==> config.mk <==
export PLATFORM = sky130hd
export DESIGN_NAME = seq_burst_arbiter_flat
export DESIGN_NICKNAME = d
export VERILOG_FILES = /design/src/rtl/seq_burst_arbiter_pkg.sv /design/src/rtl/seq_burst_arbiter_if.sv /design/src/rtl/seq_burst_arbiter_seq_src_step.sv /design/src/rtl/seq_burst_arbiter.sv /design/src/flat_wrapper.sv
export SDC_FILE = /design/constraint.sdc
export NUM_CORES = 1
export LEC_CHECK = 0
export ABC_AREA = 1
export BUFFER_PORTS_ARGS = -buffer_cell sky130_fd_sc_hd__buf_2
export CORE_MARGIN = 2
export CORE_UTILIZATION = 45
export DETAILED_ROUTE_END_ITERATION = 6
export GPL_TIMING_DRIVEN = 1
export PLACE_DENSITY = 0.68
export SYNTH_ARGS = -nofsm -noshare
export SYNTH_HDL_FRONTEND = slang
export SYNTH_SLANG_ARGS = --single-unit
==> constraint.sdc <==
create_clock -name clk -period 1.4 [get_ports clk]
set_input_delay 0 -clock clk [delete_from_list [all_inputs] [get_ports clk]]
set_output_delay 0 -clock clk [all_outputs]
set_load 0.005 [all_outputs]
==> src/rtl/seq_burst_arbiter_pkg.sv <==
// Shared definitions for the sequence burst arbiter: FSM state encoding,
// the six legal sequence values and the sequence step function.
package seq_pkg;

   typedef enum logic {
      S_IDLE   = 1'b0,
      S_STREAM = 1'b1
   } state_t;

   localparam logic [2:0] SEQ_7 = 3'd7;
   localparam logic [2:0] SEQ_4 = 3'd4;
   localparam logic [2:0] SEQ_1 = 3'd1;
   localparam logic [2:0] SEQ_6 = 3'd6;
   localparam logic [2:0] SEQ_2 = 3'd2;
   localparam logic [2:0] SEQ_5 = 3'd5;

   // Steps 7->4->1->6->2->5->7; the unused codes 0 and 3 recover to 7.
   function automatic logic [2:0] seq_next(input logic [2:0] cur);
      case (cur)
         SEQ_7:   seq_next = SEQ_4;
         SEQ_4:   seq_next = SEQ_1;
         SEQ_1:   seq_next = SEQ_6;
         SEQ_6:   seq_next = SEQ_2;
         SEQ_2:   seq_next = SEQ_5;
         SEQ_5:   seq_next = SEQ_7;
         default: seq_next = SEQ_7;
      endcase
   endfunction

endpackage

==> src/rtl/seq_burst_arbiter_if.sv <==
// Request/grant and valid/ready stream bundle between the arbiter and its
// two requesters. The arbiter uses the master side.
interface seq_burst_arbiter_if;

   logic [1:0] req;
   logic [1:0] gnt;
   logic       seq_valid;
   logic [2:0] seq_data;
   logic       seq_ready;
   logic       seq_owner;
   logic       burst_done;
   logic       busy;

   modport master (
      input  req, seq_ready,
      output gnt, seq_valid, seq_data, seq_owner, burst_done, busy
   );

   modport slave (
      output req, seq_ready,
      input  gnt, seq_valid, seq_data, seq_owner, burst_done, busy
   );

endinterface

==> src/rtl/seq_burst_arbiter_seq_src_step.sv <==
// Three-bit sequence register: holds the current sequence value and steps
// it once per accepted transfer. Loads SEED on reset.
module seq_src_step
   import seq_pkg::*;
#(
   parameter logic [2:0] SEED = SEQ_7
) (
   input  logic       clk,
   input  logic       rst,
   input  logic       advance,
   output logic [2:0] value
);

   logic [2:0] value_d;
   logic [2:0] value_q;

   // Next value: step only when a transfer is accepted, otherwise hold.
   always_comb begin
      value_d = value_q;
      if (advance) begin
         value_d = seq_next(value_q);
      end
   end

   // Sequence state register with synchronous reload of the seed.
   always_ff @(posedge clk) begin
      if (rst) begin
         value_q <= SEED;
      end else begin
         value_q <= value_d;
      end
   end

   assign value = value_q;

endmodule

==> src/rtl/seq_burst_arbiter.sv <==
// Round-robin burst arbiter: grants one of two requesters a burst of
// BURST_LEN sequence values over a valid/ready stream. All outputs are
// registered; the sequence continues across bursts.
module seq_burst_arbiter
   import seq_pkg::*;
#(
   parameter int         BURST_LEN = 4,
   parameter logic [2:0] SEED      = SEQ_7
) (
   input logic                  clk,
   input logic                  rst,
   seq_burst_arbiter_if.master  bus
);

   localparam logic [3:0] LAST_BEAT = 4'(BURST_LEN - 1);

   state_t     state_d, state_q;
   logic [1:0] gnt_d, gnt_q;
   logic       seq_valid_d, seq_valid_q;
   logic       busy_d, busy_q;
   logic       burst_done_d, burst_done_q;
   logic       seq_owner_d, seq_owner_q;
   logic       ptr_d, ptr_q;
   logic [3:0] count_d, count_q;

   logic       handshake;
   logic       owner_req;
   logic       winner;
   logic [2:0] seq_value;

   assign handshake = seq_valid_q & bus.seq_ready;
   assign owner_req = bus.req[seq_owner_q];

   seq_src_step #(
      .SEED (SEED)
   ) u_src (
      .clk     (clk),
      .rst     (rst),
      .advance (handshake),
      .value   (seq_value)
   );

   // Next-state logic: pick a winner in IDLE, count beats in STREAM and
   // leave on completion or when the owner withdraws its request.
   always_comb begin
      state_d      = state_q;
      gnt_d        = gnt_q;
      seq_valid_d  = seq_valid_q;
      busy_d       = busy_q;
      burst_done_d = 1'b0;
      seq_owner_d  = seq_owner_q;
      ptr_d        = ptr_q;
      count_d      = count_q;
      winner       = ptr_q;
      case (state_q)
         S_IDLE: begin
            if (bus.req != 2'b00) begin
               winner      = bus.req[ptr_q] ? ptr_q : ~ptr_q;
               state_d     = S_STREAM;
               gnt_d       = winner ? 2'b10 : 2'b01;
               seq_owner_d = winner;
               seq_valid_d = 1'b1;
               busy_d      = 1'b1;
               count_d     = 4'd0;
            end
         end
         S_STREAM: begin
            if (handshake) begin
               count_d = count_q + 4'd1;
            end
            if (handshake && (count_q == LAST_BEAT)) begin
               state_d      = S_IDLE;
               gnt_d        = 2'b00;
               seq_valid_d  = 1'b0;
               busy_d       = 1'b0;
               burst_done_d = 1'b1;
               ptr_d        = ~seq_owner_q;
            end else if (!owner_req) begin
               state_d     = S_IDLE;
               gnt_d       = 2'b00;
               seq_valid_d = 1'b0;
               busy_d      = 1'b0;
               ptr_d       = ~seq_owner_q;
            end
         end
         default: begin
            state_d = S_IDLE;
         end
      endcase
   end

   // Registered FSM state and outputs; reset aborts any burst silently.
   always_ff @(posedge clk) begin
      if (rst) begin
         state_q      <= S_IDLE;
         gnt_q        <= 2'b00;
         seq_valid_q  <= 1'b0;
         busy_q       <= 1'b0;
         burst_done_q <= 1'b0;
         seq_owner_q  <= 1'b0;
         ptr_q        <= 1'b0;
         count_q      <= 4'd0;
      end else begin
         state_q      <= state_d;
         gnt_q        <= gnt_d;
         seq_valid_q  <= seq_valid_d;
         busy_q       <= busy_d;
         burst_done_q <= burst_done_d;
         seq_owner_q  <= seq_owner_d;
         ptr_q        <= ptr_d;
         count_q      <= count_d;
      end
   end

   assign bus.gnt        = gnt_q;
   assign bus.seq_valid  = seq_valid_q;
   assign bus.seq_data   = seq_value;
   assign bus.seq_owner  = seq_owner_q;
   assign bus.burst_done = burst_done_q;
   assign bus.busy       = busy_q;

endmodule

==> src/flat_wrapper.sv <==
// flat-port wrapper written by rule: the top's interface ports become plain ports
module seq_burst_arbiter_flat import seq_pkg::*;
#(
   parameter int         BURST_LEN = 4,
   parameter logic [2:0] SEED      = SEQ_7
)
  (clk, rst, bus_req, bus_seq_ready, bus_gnt, bus_seq_valid, bus_seq_data, bus_seq_owner, bus_burst_done, bus_busy);
  seq_burst_arbiter_if bus_i ();
  input logic clk;
  input logic rst;
  input wire logic [$bits(bus_i.req)-1:0] bus_req;
  input wire logic [$bits(bus_i.seq_ready)-1:0] bus_seq_ready;
  output wire logic [$bits(bus_i.gnt)-1:0] bus_gnt;
  output wire logic [$bits(bus_i.seq_valid)-1:0] bus_seq_valid;
  output wire logic [$bits(bus_i.seq_data)-1:0] bus_seq_data;
  output wire logic [$bits(bus_i.seq_owner)-1:0] bus_seq_owner;
  output wire logic [$bits(bus_i.burst_done)-1:0] bus_burst_done;
  output wire logic [$bits(bus_i.busy)-1:0] bus_busy;
  assign bus_i.req = bus_req;
  assign bus_i.seq_ready = bus_seq_ready;
  assign bus_gnt = bus_i.gnt;
  assign bus_seq_valid = bus_i.seq_valid;
  assign bus_seq_data = bus_i.seq_data;
  assign bus_seq_owner = bus_i.seq_owner;
  assign bus_burst_done = bus_i.burst_done;
  assign bus_busy = bus_i.busy;
  seq_burst_arbiter #(.BURST_LEN(BURST_LEN), .SEED(SEED)) u_core (.clk(clk), .rst(rst), .bus(bus_i));
endmodule
### After elaboration in Yosys (flattened, before gate mapping)

Index checks and enable logic that the tools add are counted.
W data, S select, Z words.

* add/subtract/negate cells: 1
* $lt $le $gt $ge: 2
* equality and inequality tests: 10
* mux-type cells: 25
* bitwise operators: 4
* reductions and logical operators: 7

Operators with widths (count)
* $pmux W3 S5: 1
* $mux W1: 14
* $eq A3 B3 Y1 const B: 3
* $mux W2: 4
* $mux W4: 2
* $pmux W4 S2: 1
* $reduce_and A2 Y1: 4
* $add A4 B1 Y4 const B: 1
* $eq A4 B2 Y1 const B: 1
* $lt A1 B2 Y1 const B: 2
* $ne A2 B2 Y1 const B: 2
* $pmux W1 S2: 2
* $pmux W2 S2: 1
* $eq A3 B1 Y1 const B: 1
* $eq A3 B2 Y1 const B: 1
* $ne A3 B3 Y1 const B: 1
* $not A1 Y1: 3
* $ne A2 B1 Y1 const B: 1
* $reduce_bool A2 Y1: 1
* $reduce_or A2 Y1: 1
* $and A1 B1 Y1: 1
* $logic_and A1 B1 Y1: 1

* register bits: 14
* input port bits: 5
* output and inout port bits: 9
* logic and storage cells: 57

### Depth between registers and ports, before layout

Gate-level depths: netlist (run 1).

* depth in word-level cells: 6
* depth in mapped cells: 7
* gate-level depth less buffers: 7

### Hierarchy

Synthesis (run 1) repeated with hierarchy kept, for this count alone.

* cell total of the unflattened synthesis: 93
* area, all modules: 669.4 sq um

By module, submodules not included
* seq_burst_arbiter: times used 1, cells an instance 70, area an instance 523.0 sq um, sequential area each 220.2 sq um
* seq_src_step: times used 1, cells an instance 23, area an instance 146.4 sq um, sequential area each 60.1 sq um

### Worst setup path before layout (run 1)

OpenSTA, ideal clock, no wires.

* kind: reg-to-reg
* start point: register u_core.count_q[0]
* end point: register u_core.ptr_q
* setup time: 0.113 ns
* arrival: 0.873 ns
* required time: 1.287 ns
* path slack: 0.414 ns
* stages on the path, launching flop included: 7
* buffers on the path: 0
* period minus slack after synthesis: 0.986 ns
* path through: dfxtp_1 > ha_1 > nand3_1 > nor2_1 > nor2_2 > nor2_1 > nor2_1

* word-level cells in the longest chain between the ends: 4
* elaborated cells on any way between the ends: 5
* classes of those cells: eq/ne (2); mux (1); reduce/logical (2)

RTL lines
* start, declared: line seq_burst_arbiter.sv:24 `logic [3:0] count_d, count_q;`
* start signal, assigned: line seq_burst_arbiter.sv:111 `count_q <= count_d;`
* $eq A4 B2 Y1 (*): line seq_burst_arbiter.sv:71 `if (handshake && (count_q == LAST_BEAT)) begin`
* $logic_and A1 B1 Y1 (*): line seq_burst_arbiter.sv:71
* $ne A2 B2 Y1 (no line)
* $reduce_and A2 Y1 (no line)
* end signal, assigned: line seq_burst_arbiter.sv:110 `ptr_q <= ptr_d;`
* end, declared: line seq_burst_arbiter.sv:23 `logic ptr_d, ptr_q;`

Mark *: on every way between the ends. The rest lies on a longest branch, timed or not.
A chain may end at the register's enable or synchronous reset.

### Worst setup path in the final report (run 1)

Ends and elaborated chain as after synthesis.

==> impl.org, run 1 <==
** Drt
- In the final routed layout, each cell accounts on average for 10.2 um.
- Once detail routing completed, the nets flagged for antenna violations numbered 0.
- After the first detailed-routing iteration, the DRC count stood at 17.
- The first detailed-routing pass took 4 iterations.
- DRC violation count after routing :: 0
- Summing over every cut layer, the via total after detailed routing is 610.
- Vias per cell :: 5.08
- After detailed routing, the total wire length is between 1000 and 1500 um.

** Yosys
- In this run the cell area of the synthesized design comes to roughly 640 um^2.
- Top cell type by total area after synthesis :: dfxtp_1
- Counting every net in the synthesized netlist gives 93.
- In the synthesized netlist the async set-or-reset flop fraction comes to 0%.
- Number of warning messages in the yosys log :: 0
- Ranking of synthesized cells by area :: dfxtp_1 (44%), nand2_1 (8.2%), nor2_1 (7.1%)
- Total of flip-flops plus latches after synthesis :: 14
- Sorting the synthesized cells by how often they occur yields dfxtp_1 (14), nand2_1 (14), nor2_1 (12), inv_1 (10).
- Post-synthesis instance total :: 87
- In the synthesized netlist the dominant register cell turns out to be dfxtp_1.
- EDFF count, synth :: 0
- Fraction of post-synthesis cell area in the top cell type by area :: 43.9%
- Unique masters post-synth :: 21
- The share of the Yosys chip area taken by registers is 43.9%.
- Synthesized area per cell :: around 7.3 um^2

** GRT
- Global router's overall resource usage :: 15.7%
- The number of global-route vias before repair came to 496.
- Wire length of the first global-routing pass :: 2040 um
- Largest net degree at the start of global routing :: 10
- Initial antenna violation count :: 0
- Global routing finished with a remaining overflow of 0.

** Timing
- In this run the tightest slew margin relative to its limit is between 70% and 80%.
- Setup violations remaining at the end of the flow were counted as 0.
- At the pin with the least slew margin, the transition time is approximately 340 ps.
- Setup total negative slack on the finished layout was measured at 0 ps.
- Shortest period the worst path allows :: 1100 ps
- Final Slew Violations :: 0
- Maximum clock skew at final layout :: 5.88 ps
- Across all hold checks on the routed design, the worst slack comes to 29.5 ps.
- Period Utilization, post-route :: between 70% and 80%
- Setup repair after global routing missed its margin :: no
- Static timing analysis puts the maximum clock frequency at 0.909 GHz.
- Final hold vios :: 0

** Setup path
- At the worst endpoint, the required time is about 1600 ps.
- CP dominant cell by count :: nor2_1
- On the worst path, the slowest cell contributes a delay of 380 ps.
- Kind of start point of the critical path :: flop
- The startpoint identified for the worst register-to-register timing path is u_core.count_q[0].
- Slowest cell on crit path :: dfxtp_1
- The number of cells on the worst reg-to-reg path is 7.
- Kind of end point of the critical path :: flop
- Data arrives at the worst endpoint at 1310 ps.
- Cells traversed along the worst timing path :: ha_1 -> inv_1 -> nor2_1 -> nand2_2 -> nand3_1 -> nand2_1 -> nor2_1
- Largest driver fanout on the critical path :: 4
- Start-to-end type of the worst setup path :: reg -> reg
- Start point of the critical path :: u_core.count_q[0]

** Power
- The analysis attributes to cell leakage a power of around 0.00037 uW.
- Largest vdd supply drop :: ~0.00056 V
- In this run the power density over the cells is between 1000 and 1500 nW/um^2.

** Clocking
- Counting along the longest clock path gives a buffer depth of 2.
- TritonCTS created 3 clock buffers.
- The clock net in this run drives a total of 14 sinks.
- TritonCTS built the clock tree.
- Cell at the root of the clock tree :: clkbuf_4
- Clock transition at the register clock pins on the worst setup and hold paths after CTS :: 80 ps
- Clock latency at the later pin of the worst-skew pair :: 270 ps
- H-tree lvl count :: 1

** Placed design
- RD Place Congestion :: 0.858
- Area post-placement :: ~710 um^2
- The number of placed instances, taps included, is roughly 110.
- Input/output buffers :: 13
- Post-detailed-placement half-perimeter wirelength :: 958 um

** Hold path
- Counting instances, the worst hold path has a depth of 3.
- Hold WC Path Type :: in -> reg
- Launch point of the worst hold path :: bus_req[0]

** Die
- In this run the core area contains 13 standard-cell rows.
- Number of top-level pins :: 14
- Area of the die :: 1740 um^2
- The initial utilization of the core area, before any placement, comes to ~48%.
- Die width :: 41.7 um
- The floorplan step set the die height to 41.7 um.
- Floorplan core area :: ~1300 um^2

** Cells and area
- Number of inserted diodes :: 0
- Fraction of layout instances using a drive strength above 1 :: 24.8%
- Finished layout cell area :: 771 um^2
- Count of nets after finishing :: 112
- Counting the fill cells in the layout gives 137.
- Fin util :: about 58%
- Total area of multi-input combinational cells :: 293 um^2
- Fin cells :: 120
- Growth of design area from synthesis to finish :: 20.8%
- Footprint of the flip-flops and latches :: 280 um^2

** Status
- The flow ran to the end, and the final reports show no timing, DRC or antenna violations.

** Job
- Total of max-cap violations :: 0
## per-stage QoR
step | power (uW) | worst slack, ps
after global routing | 900 | 134
after detailed placement | 573 | 326
final | 846 | 300
after global placement | 572 | 292
after CTS | 861 | 300
after floorplan | 529 | 414
## area by class of cell
type	count	area share, %
multi-input cells	57	38.0
flip-flops and latches	14	36.4
repair buffers	15	11.0
inverters	15	7.47
clock buffers	4	4.71
well taps	15	2.44
## kinds of logic after synthesis
group	synth area share [%]
AND/OR/NAND/NOR	30.4
flip-flops	43.9
adder cells (fa/ha/maj)	1.96
AO/OA/AOI/OAI	13.5
buffers and inverters	10.2
## layer usage
| layer | vias up | wire [um] | global-route usage, % | part of all wire (%) |
|---|---|---|---|---|
| met2 | 16 | 537 | 22.8 | 44 |
| met4 | 0 | 10 | 3.87 | 0.82 |
| li1 | 315 | - | - | - |
| met3 | 2 | 84 | 7.83 | 6.9 |
| met1 | 277 | 587 | 20.5 | 48 |
| met5 | - | 0 | 0 | 0 |
## path summary, 6_finish.rpt
kind	end	slack, ps
worst max-delay path	u_core.ptr_q	300
worst min-delay path	u_core.state_q	30
worst max register to register	u_core.ptr_q	300
worst min register to register	u_core.bus.gnt[1]	480
## layout by cell type (no fill, tap or decap)
cell,netlist,final
nor2_1,12,12
inv_1,10,10
o211ai_1,3,3
o21ai_2,1,1
dfxtp_1,14,14
nand3_1,7,7
o21ai_1,3,3
o21ai_0,1,1
nor2_2,1,1
clkinv_1,1,1
a21oi_1,7,7
nand4_1,1,1
nand3_2,1,1
clkbuf_8,0,1
ha_1,1,1
buf_2,0,13
clkbuf_4,0,3
nand2_2,1,1
dlygate4sd3_1,0,2
nor3_1,3,3
clkinv_2,1,1
inv_2,3,3
nand3_4,1,1
nand2_1,14,14
## where the power goes
| group | switching, uW | leakage (uW) | internal [uW] |
|---|---|---|---|
| logic | 72.1 | 0.000233 | 50.7 |
| registers | 21.7 | 0.000115 | 423 |
| clock network | 120 | 0.0000210 | 158 |
| total | 214 | 0.000369 | 632 |
## registers in the layout, summed over array words and instances (netlist names)
name	count
u_core.bus.burst_done	1
u_core.bus.gnt	2
u_core.bus.seq_owner	1
u_core.bus.seq_valid	1
u_core.count_q	4
u_core.ptr_q	1
u_core.state_q	1
u_core.u_src.value	3
## critical path: cells and delay by family (launching register included)
family,cells,cell delay (ps)
DFF,1,380
buffers and inverters,1,50
adders and majority gates,1,210
and+or+nand+nor,5,400
## repair_timing
| item | CTS | global route |
|---|---|---|
| gates resized for setup | 0 | 0 |
| hold buffers | 1 | 1 |
| setup buffers | 0 | 0 |
| endpoints found under the hold margin | 4 | 1 |
No activity file was read; power rests on OpenSTA's default activity.
==> inputs of run 2 (changes only) <==
--- a/config.mk
+++ b/config.mk
@@ -11,7 +11,7 @@
 export CORE_UTILIZATION = 45
 export DETAILED_ROUTE_END_ITERATION = 6
 export GPL_TIMING_DRIVEN = 1
-export PLACE_DENSITY = 0.68
+export PLACE_DENSITY = 0.71
 export SYNTH_ARGS = -nofsm -noshare
 export SYNTH_HDL_FRONTEND = slang
 export SYNTH_SLANG_ARGS = --single-unit
==> constraint.sdc (replaced) <==
create_clock -name clk -period 0.9 [get_ports clk]
set_input_delay 0 -clock clk [delete_from_list [all_inputs] [get_ports clk]]
set_output_delay 0 -clock clk [all_outputs]
set_load 0.005 [all_outputs]
==> impl.org, run 2 (synthesized netlist as in run 1, its figures left out) <==
** Status
- Run status :: finished, violations left
- Failing checks :: negative hold slack, negative setup slack

** Power
- The proportion of power drawn by flip-flops and latches came to 48.9% (-3.7 points).
- Leakage Power :: 0.000434 uW (+18%)
- The maximum ir drop on the vdd rail came to 0.00107 V (+89%).
- The power after layout is 1430 uW (+69%).
- Fraction of power spent switching nets :: 27.4% (+2.1 points)
- The internal portion of total power is 1040 uW (+64%).
- Reported net switching power :: 391 uW (+83%)
- The fraction of power consumed by combinational cells is 19.2% (+4.7 points).
- P per Cell Area :: 1470 nW/um^2 (+34%)
- The proportion of power drawn by the clock network was 31.8% (-1.1 points).

** Placed design
- Worst slack at placement :: -50.3 ps (-377 ps)
- Post-detailed-placement half-perimeter wirelength :: 1020 um (+6.4%)
- Post-Place Cells :: 121 (+6.1%)
- Input/output buffers :: 13 (unchanged)
- RD Place Congestion :: 0.804 (-6.2%)

** Hold path
- Hold WC Path Type :: in -> reg
- Destination of the worst hold path :: u_core.count_q[1]
- Launch point of the worst hold path :: rst
- Hold Path Cell Cnt :: 2 (-1)

** Cells and area
- In the layout the commonest cells are buf_2 (13), nand2_1 (11), buf_4 (10).
- Relative to the synthesized area, the layout overhead comes to 52.4%.
- The post-layout instance count excluding filler cells came to 130 (+8.3%).
- The end-of-flow core utilization is 73.8% (+15 points).
- The count of fill cells added during filler insertion is 101 (-26%).
- The fraction of layout cells with a size suffix above 1 was 56.5% (+32 points).
- The antenna cell count came to 0 (unchanged).
- Number of flip-flops in the largest register :: 4 (unchanged)
- Most frequent standard cell in the layout excluding fill and tap cells :: buf_2
- Count of nets after finishing :: 122 (+8.9%)
- u_core.count_q holds more flip-flops than any other register.

** Clocking
- The number of buffers on the longest clock path was 2 (unchanged).
- TritonCTS built the clock tree.
- Clock transition at the register clock pins on the worst setup and hold paths after CTS :: 90 ps (about the same)
- Clock latency at the later pin of the worst-skew pair :: 280 ps (about the same)
- CTS placed an instance of clkbuf_4 at the clock tree root.
- H-tree lvl count :: 1 (unchanged)
- The CTS buffer count was 3 (unchanged).
- Clk sink count :: 14 (unchanged)

** Timing
- Final Slew Violations :: 0 (unchanged)
- The post-route clock period utilization came to 108% (+29 points).
- The worst hold slack across all endpoints came to -56.0 ps (-85.5 ps).
- Setup repair after global routing missed its margin :: yes
- The count of final hold-check violations came to 3 (+3).
- Tightest slew margin relative to the limit :: 81.9% (+4.2 points)
- The final critical delay including setup and external delays is 972 ps (-128 ps).
- The maximum clock frequency was 1.03 GHz (+13%).
- Maximum clock skew at final layout :: 2.02 ps (-3.85 ps)
- Setup slack after layout :: -72.3 ps (-372 ps)
- The transition at the pin with the smallest max-transition slack was 270 ps (-65.3 ps).
- Final setup violation count :: 8 (+8)

** Setup path
- Largest driver fanout on the critical path :: 3 (-1)
- FF-to-FF setup slack :: -70 ps (-370 ps)
- The count of buffering cells on the critical path with inverters included is 1 (unchanged).
- The required time reported for the critical path endpoint is 1100 ps (-510 ps).
- The critical path depth is 5 (-2).
- Start-to-end type of the worst setup path :: reg -> reg
- In this run the critical register-to-register path is launched from u_core.count_q[0].
- The worst register-to-register path ends at u_core.count_q[2].
- Kind of start point of the critical path :: flop
- R2R depth :: 5 (-2)
- The largest stage delay on the critical path is 350 ps (-30 ps).
- Broken down by cell family, the worst path's largest delay share belongs to flip-flops.
- Slowest cell on crit path :: dfxtp_2
- Arrival time worst endpoint :: 1180 ps (-130 ps)
- Walking the worst path, the cells encountered are ha_4 -> buf_4 -> nand2_2 -> o21ai_1 -> a21oi_1.
- The worst setup path is captured at a flop.

** Job
- The max capacitance violation total came to 0 (unchanged).

** Die
- Std-Cell Rows :: 13 (unchanged)
- Die width :: 41.7 um (unchanged)
- The initial core utilization is 48.4% (unchanged).
- The overall die area was 1740 um^2 (unchanged).
- The die extent in y was 41.7 um (unchanged).
- The core footprint came to 1320 um^2 (unchanged).
- Number of top-level pins :: 14 (unchanged)

** Drt
- Wirelength, routed :: 1370 um (+13%)
- The final antenna-violating net count was 0 (unchanged).
- Number of vias after detailed routing :: 648 (+6.2%)
- The detailed-routing iteration count for the pre-antenna-repair pass came to 4 (unchanged).
- Vias per cell :: 4.98 (-1.9%)
- The number of remaining DRC errors came to 0 (unchanged).
- Wire length per cell :: 10.6 um (+3.9%)
- The DRC marker count from the first detailed-route iteration came to 18 (+1).

** GRT
- The met3 usage came to 2.61% (-5.2 points).
- Met1 demand-to-capacity share in global routing :: 21.5% (+0.99 points)
- Largest net degree at the start of global routing :: 10 (unchanged)
- The number of global-route vias before repair was 561 (+13%).
- Overflow after GRT :: 0 (unchanged)
- met2 is the most crowded layer.
- Global router's overall resource usage :: 16.9% (+1.2 points)
- The initial antenna violation count was 0 (unchanged).
- Wire length of the first global-routing pass :: 2310 um (+14%)
- GRT met2 Usage :: 28.7% (+5.9 points)
## run 2: cell count changes in the layout (fill, tap and decap cells not counted), moves of 4 or more
cell     before  now
buf_4         0   10
dfxtp_1      14    6
dfxtp_2       0    5
inv_1        10    5
inv_2         3    7
nand3_1       7    3
nor2_1       12    8
## run 2: per-stage QoR
stage | cell area, um^2 | hold WS (ps) | setup TNS, ps
final | 972 | -56.0 | -375
after global placement | 800 | 245 | -210
after detailed placement | 800 | 246 | -265
after floorplan | 671 | 61.7 | -39.7
after CTS | 865 | -46.8 | -383
after global routing | 972 | -38.6 | -900
## run 2: metal layers
| metal | routed length [um] | share of wire (%) | vias to the layer above |
|---|---|---|---|
| met4 | 20 | 1.5 | 0 |
| met3 | 56 | 4.1 | 4 |
| met5 | 0 | 0 | - |
| met1 | 654 | 48 | 290 |
| met2 | 640 | 47 | 14 |
| li1 | - | - | 340 |
## run 2: cell type report
class,count,area [um^2],area share [%]
Clock buffer,4,36.3,3.73
Inverter,15,61.3,6.31
Multi-Input combinational cell,57,395,40.7
Sequential cell,14,298,30.6
Tap cell,15,18.8,1.93
Timing Repair Buffer,25,163,16.7
## run 2: how the worst max path moves through the flow
stage	startpoint	endpoint	slack, ps
floorplan	u_core.count_q[1]	u_core.ptr_q	-20
global placement	u_core.count_q[1]	u_core.ptr_q	-50
detailed placement	u_core.count_q[1]	u_core.bus.seq_valid	-50
CTS	u_core.count_q[1]	u_core.state_q	-70
global route	u_core.count_q[0]	u_core.ptr_q	-120
finish	u_core.count_q[0]	u_core.count_q[2]	-70
## run 2: worst reg2reg max path: cells and delay by family, from the launching register on
kind / cells / cell delay [ps]
flops: 1 / 350
compound gates: 2 / 190
fa+ha+maj: 1 / 170
buf+inv: 1 / 130
simple gates: 1 / 60
## run 2: power groups by stage
stage                     clock network, uW  logic, uW  registers (uW)
final                                   454        275             698
after global routing                    474        304             705
after CTS                               454        230             695
after detailed placement                  0        215             708
after global placement                    0        212             707
after floorplan                           0        120             711
## run 2: what timing repair did
item | CTS | global route
hold endpoints to repair | 3 | 3
endpoints found under the setup margin | 12 | 14
pin swaps | 3 | 12
cloned | 0 | 0
buffers inserted | 1 | 4
resized for setup | 6 | 26
